### config.mk
export PLATFORM = sky130hd
export DESIGN_NAME = uart_tx_arbiter_flat
export DESIGN_NICKNAME = d
export VERILOG_FILES = /design/src/rtl/uart_tx_arbiter_if.sv /design/src/rtl/uart_tx_arbiter.sv /design/src/flat_wrapper.sv
export SDC_FILE = /design/constraint.sdc
export NUM_CORES = 1
export LEC_CHECK = 0
export ABC_CLOCK_PERIOD_IN_PS = 2550
export CAP_MARGIN = 20
export CORE_UTILIZATION = 44
export DETAILED_ROUTE_END_ITERATION = 7
export PLACE_DENSITY = 0.86
export REMOVE_ABC_BUFFERS = 1
export SLEW_MARGIN = 40
export SYNTH_ARGS = -nofsm -noshare
export SYNTH_HDL_FRONTEND = slang
export SYNTH_SLANG_ARGS = --single-unit
### constraint.sdc
create_clock -name clk -period 2.55 [get_ports clk]
set_input_delay 0.255 -clock clk [delete_from_list [all_inputs] [get_ports clk]]
set_output_delay 0.255 -clock clk [all_outputs]
set_load 0.01 [all_outputs]
### src/rtl/uart_tx_arbiter_if.sv
// Handshake bundle between byte producers, the round-robin arbiter and the shared uart_tx core.
// master = arbiter side, slave = producers/transmitter side.
interface uart_tx_arbiter_if #(
  parameter int unsigned N = 4
);
  logic [N-1:0]   req_valid;
  logic [8*N-1:0] req_data;
  logic [N-1:0]   req_ready;
  logic           tx_start;
  logic [7:0]     tx_data;
  logic           tx_busy;
  logic [N-1:0]   grant;
  logic           err_to;

  modport master (
    input  req_valid, req_data, tx_busy,
    output req_ready, tx_start, tx_data, grant, err_to
  );

  modport slave (
    output req_valid, req_data, tx_busy,
    input  req_ready, tx_start, tx_data, grant, err_to
  );
endinterface

### src/rtl/uart_tx_arbiter.sv
// Round-robin arbiter sharing one 8N1 uart_tx among N byte requesters.
// Define UART_ARB_TAG_EN to precede every data byte with a {TAG_HI, 0, channel} tag byte.
module uart_tx_arbiter #(
  parameter int unsigned N       = 4,
  parameter int unsigned BUSY_TO = 16
`ifdef UART_ARB_TAG_EN
  ,
  parameter logic [3:0]  TAG_HI  = 4'hA
`endif
) (
  input logic               clk,
  input logic               rst,
  uart_tx_arbiter_if.master bus
);
  localparam int unsigned IW = (N > 1) ? $clog2(N) : 1;
  localparam int unsigned CW = $clog2(BUSY_TO) + 1;

  typedef enum logic [1:0] {StIdle, StStart, StWaitBusy, StWaitDone} state_e;

  state_e          state_q, state_d;
  logic [IW-1:0]   last_q, last_d, win;
  logic            win_vld;
  logic [CW-1:0]   cnt_q, cnt_d;
  logic [7:0]      tx_data_q, tx_data_d;
  logic [N-1:0]    grant_q, grant_d;
  logic            tx_start_q, tx_start_d;
  logic            err_to_q, err_to_d;
  logic            accept, timeout, more_pass;
  logic [7:0]      win_data;

`ifdef UART_ARB_TAG_EN
  logic            tag_q, tag_d;
  logic [7:0]      byte_q, byte_d;
  assign more_pass = tag_q;
`else
  assign more_pass = 1'b0;
`endif

  // Scan downward so the nearest valid index after last_q is the one left standing.
  always_comb begin
    win     = last_q;
    win_vld = 1'b0;
    for (int unsigned k = N; k >= 1; k--) begin
      if (bus.req_valid[IW'((32'(last_q) + k) % N)]) begin
        win     = IW'((32'(last_q) + k) % N);
        win_vld = 1'b1;
      end
    end
  end

  assign win_data = bus.req_data[{win, 3'b000} +: 8];
  assign accept   = (state_q == StIdle) && win_vld && !bus.tx_busy;
  // Decided one cycle early so the registered err_to lands BUSY_TO cycles after tx_start.
  assign timeout  = (state_q == StWaitBusy) && !bus.tx_busy && (cnt_q == CW'(BUSY_TO - 2));

  always_ff @(posedge clk or posedge rst) begin
    if (rst) state_q <= StIdle;
    else     state_q <= state_d;
  end

  always_comb begin
    state_d = state_q;
    unique case (state_q)
      StIdle:     if (accept) state_d = StStart;
      StStart:    state_d = StWaitBusy;
      StWaitBusy: begin
        if (bus.tx_busy)  state_d = StWaitDone;
        else if (timeout) state_d = StIdle;
      end
      StWaitDone: if (!bus.tx_busy) state_d = more_pass ? StStart : StIdle;
      default:    state_d = StIdle;
    endcase
  end

  always_comb begin
    last_d     = last_q;
    grant_d    = grant_q;
    tx_data_d  = tx_data_q;
    cnt_d      = cnt_q;
    tx_start_d = 1'b0;
    err_to_d   = 1'b0;
`ifdef UART_ARB_TAG_EN
    tag_d      = tag_q;
    byte_d     = byte_q;
`endif
    unique case (state_q)
      StIdle: begin
        if (accept) begin
          last_d     = win;
          grant_d    = N'(1) << win;
          tx_start_d = 1'b1;
`ifdef UART_ARB_TAG_EN
          tx_data_d  = {TAG_HI, 1'b0, 3'(win)};
          byte_d     = win_data;
          tag_d      = 1'b1;
`else
          tx_data_d  = win_data;
`endif
        end
      end
      StStart:    cnt_d = '0;
      StWaitBusy: begin
        cnt_d = cnt_q + CW'(1);
        if (timeout) begin
          err_to_d = 1'b1;
          grant_d  = '0;
`ifdef UART_ARB_TAG_EN
          tag_d    = 1'b0;
`endif
        end
      end
      StWaitDone: begin
        if (!bus.tx_busy) begin
          if (more_pass) begin
            tx_start_d = 1'b1;
`ifdef UART_ARB_TAG_EN
            tx_data_d  = byte_q;
            tag_d      = 1'b0;
`endif
          end else begin
            grant_d = '0;
          end
        end
      end
      default: ;
    endcase
  end

  always_ff @(posedge clk or posedge rst) begin
    if (rst) begin
      last_q     <= IW'(N - 1);
      grant_q    <= '0;
      tx_data_q  <= '0;
      cnt_q      <= '0;
      tx_start_q <= 1'b0;
      err_to_q   <= 1'b0;
`ifdef UART_ARB_TAG_EN
      tag_q      <= 1'b0;
      byte_q     <= '0;
`endif
    end else begin
      last_q     <= last_d;
      grant_q    <= grant_d;
      tx_data_q  <= tx_data_d;
      cnt_q      <= cnt_d;
      tx_start_q <= tx_start_d;
      err_to_q   <= err_to_d;
`ifdef UART_ARB_TAG_EN
      tag_q      <= tag_d;
      byte_q     <= byte_d;
`endif
    end
  end

  // req_ready is the only combinational output; hold it low while reset is asserted.
  always_comb begin
    bus.req_ready = '0;
    if (accept && !rst) bus.req_ready = N'(1) << win;
  end

  assign bus.tx_start = tx_start_q;
  assign bus.tx_data  = tx_data_q;
  assign bus.grant    = grant_q;
  assign bus.err_to   = err_to_q;
endmodule

### src/flat_wrapper.sv
// flat-port wrapper written by rule: the top's interface ports become plain ports
module uart_tx_arbiter_flat 
#(
  parameter int unsigned N       = 4,
  parameter int unsigned BUSY_TO = 16

)
  (clk, rst, bus_req_valid, bus_req_data, bus_tx_busy, bus_req_ready, bus_tx_start, bus_tx_data, bus_grant, bus_err_to);
  uart_tx_arbiter_if #(.N(N)) bus_i ();
  input logic clk;
  input logic rst;
  input wire logic [$bits(bus_i.req_valid)-1:0] bus_req_valid;
  input wire logic [$bits(bus_i.req_data)-1:0] bus_req_data;
  input wire logic [$bits(bus_i.tx_busy)-1:0] bus_tx_busy;
  output wire logic [$bits(bus_i.req_ready)-1:0] bus_req_ready;
  output wire logic [$bits(bus_i.tx_start)-1:0] bus_tx_start;
  output wire logic [$bits(bus_i.tx_data)-1:0] bus_tx_data;
  output wire logic [$bits(bus_i.grant)-1:0] bus_grant;
  output wire logic [$bits(bus_i.err_to)-1:0] bus_err_to;
  assign bus_i.req_valid = bus_req_valid;
  assign bus_i.req_data = bus_req_data;
  assign bus_i.tx_busy = bus_tx_busy;
  assign bus_req_ready = bus_i.req_ready;
  assign bus_tx_start = bus_i.tx_start;
  assign bus_tx_data = bus_i.tx_data;
  assign bus_grant = bus_i.grant;
  assign bus_err_to = bus_i.err_to;
  uart_tx_arbiter #(.N(N), .BUSY_TO(BUSY_TO)) u_core (.clk(clk), .rst(rst), .bus(bus_i));
endmodule
==> metrics.md, run 1 <==
| Metric | Value |
|---|---|
| Post-synth top area share | 35.6% |
| Hold WC Path Type | input pin to async pin |
| Initial DRC Count | between 70 and 80 |
| Max_cap viols | 0 |
| Largest net degree at the start of global routing | 20 |
| Worst slew pin tran | 0.400 ns |
| Mean post-synth cell area | 8.85 um2 |
| Maximum fanout along the worst path | 7 |
| Power per standard cell area | 871 nW/um2 |
| Clk sink count | 23 |
| Total track usage | 21.0% |
| Die area | about 3600 um2 |
| CTS Hold Buffers Added | 0 |
| Mux cell area share after synthesis | about 6.1% |
| Clk slew on worst S/H paths | 0.13 ns |
| WL per Instance | ~13 um |
| Post-layout util | 68.1% |
| Commonest non-fill, non-tap cell in the layout | clkdlybuf4s50_1 |
| Post-synthesis xor/xnor area fraction | 0% |
| Crit path max-delay cell type | dfstp_2 |
| Commonest cells after routing, fill and taps aside | 53 x clkdlybuf4s50_1, 21 x dfrtp_1, 18 x nand2_1, 17 x a211oi_1, 15 x inv_1 |
| Worst Path Arrival | 2.20 ns |
| Crit-path cells | nand2_1 > a21o_1 > and3_4 > nor4_1 > clkdlybuf4s50_1 |
| TNS Setup | 0 ns |
| Nets@finish | 274 |
| Synthesis Warnings | 0 |
| Largest family of logic cells by synthesized area | compound AO/OA/AOI/OAI gates |
| Resized cells post-CTS | 0 |
| Die X | ~60 um |
| Hpwl dp | 2710 um |
| CP endpoint kind | output pin |
| Post-DRT Antenna Nets | 0 |
| Synth cell types | 34 |
| Post-Synth Adder-Cell Area | 5.93% |
| CTS H-tree depth | 1 |
| Via Count | 1,418 |
| DRC errors left | 0 |
| Layout cells sized above 1 | 8.81% |
| Post-Syn Area | 1480 um2 |
| Number of diodes | 0 |
| Die H | 60.0 um |
| Worst endpoint required time | 2.30 ns |
| Top-Level Pins | 57 |
| Status | finished clean |
| Gr ovfl total | 0 |
| CTS Buf Count | 3 |
| Initial Util | 47.2% |
| First-pass GRT wire length | 5670 um |
| Routed WL | around 3500 um |
| Register area share after synthesis | 39.1% |
| Clock Latency Late Sink | ~0.32 ns |
| Cell taking the most area after synthesis | dfrtp_1 |
| Top cells by area, synth | dfrtp_1 36%, a211oi_1 8.6%, mux2i_1 6.1%, ha_1 5.9%, nand2_1 4.6% |
| Drt first pass iters | 4 |
| Post-synthesis cell count | 167 |
| Final hold violation count | 0 |
| Synth Area in Compound Gates | about 22% |
| Core Area | 3130 um2 |
| Total Power | roughly 0.0019 W |
| RSZ-0062 raised after global routing | no |
| Maximum vdd drop | 0.000519 V |
| CP Launch Type | flip-flop |
| Post-route minimum period | 2.46 ns |
| Slew Viols, Final | 0 |
| Kind of critical path | flip-flop to output pin |
| Vias in the first global route | 1,283 |
| Area growth syn-to-layout | 44.2% |
| Vias per inst | roughly 5.2 |
| # port buffers | 56 |
| Max incr delay on CP | around 0.60 ns |
| Slew headroom | 73.3% |
| FMAX | 407 MHz |
| Post-CTS Repair Setup Buffers | 0 |
| Final worst-path cycle share | 96.5% |
| Simple-gate share of the synthesized area | between 10% and 20% |
| Clock buffer depth | 2 |
| Initial antenna violation count | 0 |
| Clock skew | 0.0128 ns |
| CTS tree | done |
| Clk root buf | clkbuf_4 |
| P_leak | roughly 0.97 nW |
| Synth Register Bits | 23 |
| Final setup fails | 0 |
| Routability congestion estimate | 0.810 |
| Core Rows | 20 |
worst max-delay path: cells and delay by family (launching register included):
family | cells | cell delay, ns
AO/OA/AOI/OAI | 1 | 0.19
buffers and inverters | 1 | 0.58
flip-flops | 1 | 0.60
AND/OR/NAND/NOR | 3 | 0.52
logic make-up after synthesis:
family          Yosys count
compound gates           50
fa+ha+maj                 7
mux                       9
simple gates             53
flops                    23
buf+inv                  25
final timing paths:
path	cells after the start	slack, ns	start	to
setup / recovery	5	0.09	u_core.last_q[1]	bus_req_ready[1]
max in group asynchronous	3	1.77	rst	u_core.last_q[0]
setup reg to reg	7	0.63	u_core.state_q[0]	u_core.bus.tx_data[7]
hold reg to reg	2	0.49	u_core.bus.grant[2]	u_core.bus.grant[2]
hold / removal	2	0.26	rst	u_core.bus.tx_data[3]
min in group clk	2	0.49	u_core.bus.grant[2]	u_core.bus.grant[2]
final cells by class:
cell class	count	area, um2
inverters	17	63.8
flip-flops and latches	23	578
multi-input cells	119	778
fillers	247	997
repair buffers	64	628
clock inverters	1	5.00
well taps	44	55.1
clock buffers	3	22.5
state kept, by name, indices dropped and copies added (netlist names):
register	flops
u_core.bus.err_to	1
u_core.bus.tx_data	8
u_core.bus.tx_start	1
u_core.state_q	2
u_core.bus.grant	4
u_core.last_q	2
u_core.cnt_q	5
metal layers:
metal,share of wire [%],up-vias,GRT usage [%],wire length (um)
li1,-,723,-,-
met1,44,653,28.0,1550
met2,51,37,35.9,1780
met3,4.0,5,3.68,141
met4,0.75,0,3.99,26
met5,0,-,0,0
power by group:
| group | internal, W | total [W] | switching [W] |
|---|---|---|---|
| Sequential | 0.000507 | 0.000598 | 0.0000905 |
| Combinational | 0.000517 | 0.00109 | 0.000572 |
| Clock | 0.0000587 | 0.000168 | 0.000110 |
| Total | 0.00108 | 0.00185 | 0.000772 |
synth_stat cells, drive strengths merged:
library cell  instances
o211ai                1
a21o                  2
nand2                19
nor2                 12
mux2i                 9
o31ai                 5
a31oi                 9
nand3b                2
buf                   5
nor3                  4
inv                  17
nand4b                1
o22ai                 1
dfrtp                21
o21a                  1
nor4                  4
and3                  2
nand2b                3
dfstp                 2
a21oi                 5
and2                  1
clkbuf                3
a211oi               17
nor2b                 1
nand3                 4
o21ai                 8
ha                    7
a221oi                1
per-stage QoR:
step	worst slack, ns	std cells	area (um2)	hold WS (ns)
6_report	0.0904	271	2130	0.258
5_1_grt	0.0232	271	2130	0.262
4_1_cts	0.0166	271	2110	0.257
3_5_place_dp	0.143	267	2080	0.472
3_3_place_gp	0.172	267	2080	0.473
2_1_floorplan	0.339	159	1410	0.255
(Power assumes the default switching activity.)
==> inputs of run 2 (changes only) <==
--- a/config.mk
+++ b/config.mk
@@ -6,9 +6,9 @@
 export NUM_CORES = 1
 export LEC_CHECK = 0
 export ABC_CLOCK_PERIOD_IN_PS = 2550
-export CAP_MARGIN = 20
 export CORE_UTILIZATION = 44
 export DETAILED_ROUTE_END_ITERATION = 7
+export HOLD_SLACK_MARGIN = 0.08
 export PLACE_DENSITY = 0.86
 export REMOVE_ABC_BUFFERS = 1
 export SLEW_MARGIN = 40
==> results of run 2 <==
The final DEF is identical to that of run 1; final timing and power are the same.
==> inputs of run 3 (changes only) <==
--- a/config.mk
+++ b/config.mk
@@ -11,7 +11,7 @@
 export HOLD_SLACK_MARGIN = 0.08
 export PLACE_DENSITY = 0.86
 export REMOVE_ABC_BUFFERS = 1
-export SLEW_MARGIN = 40
+export SLEW_MARGIN = 20
 export SYNTH_ARGS = -nofsm -noshare
 export SYNTH_HDL_FRONTEND = slang
 export SYNTH_SLANG_ARGS = --single-unit
==> results of run 3 <==
The final DEF is identical to that of run 1; final timing and power are the same.
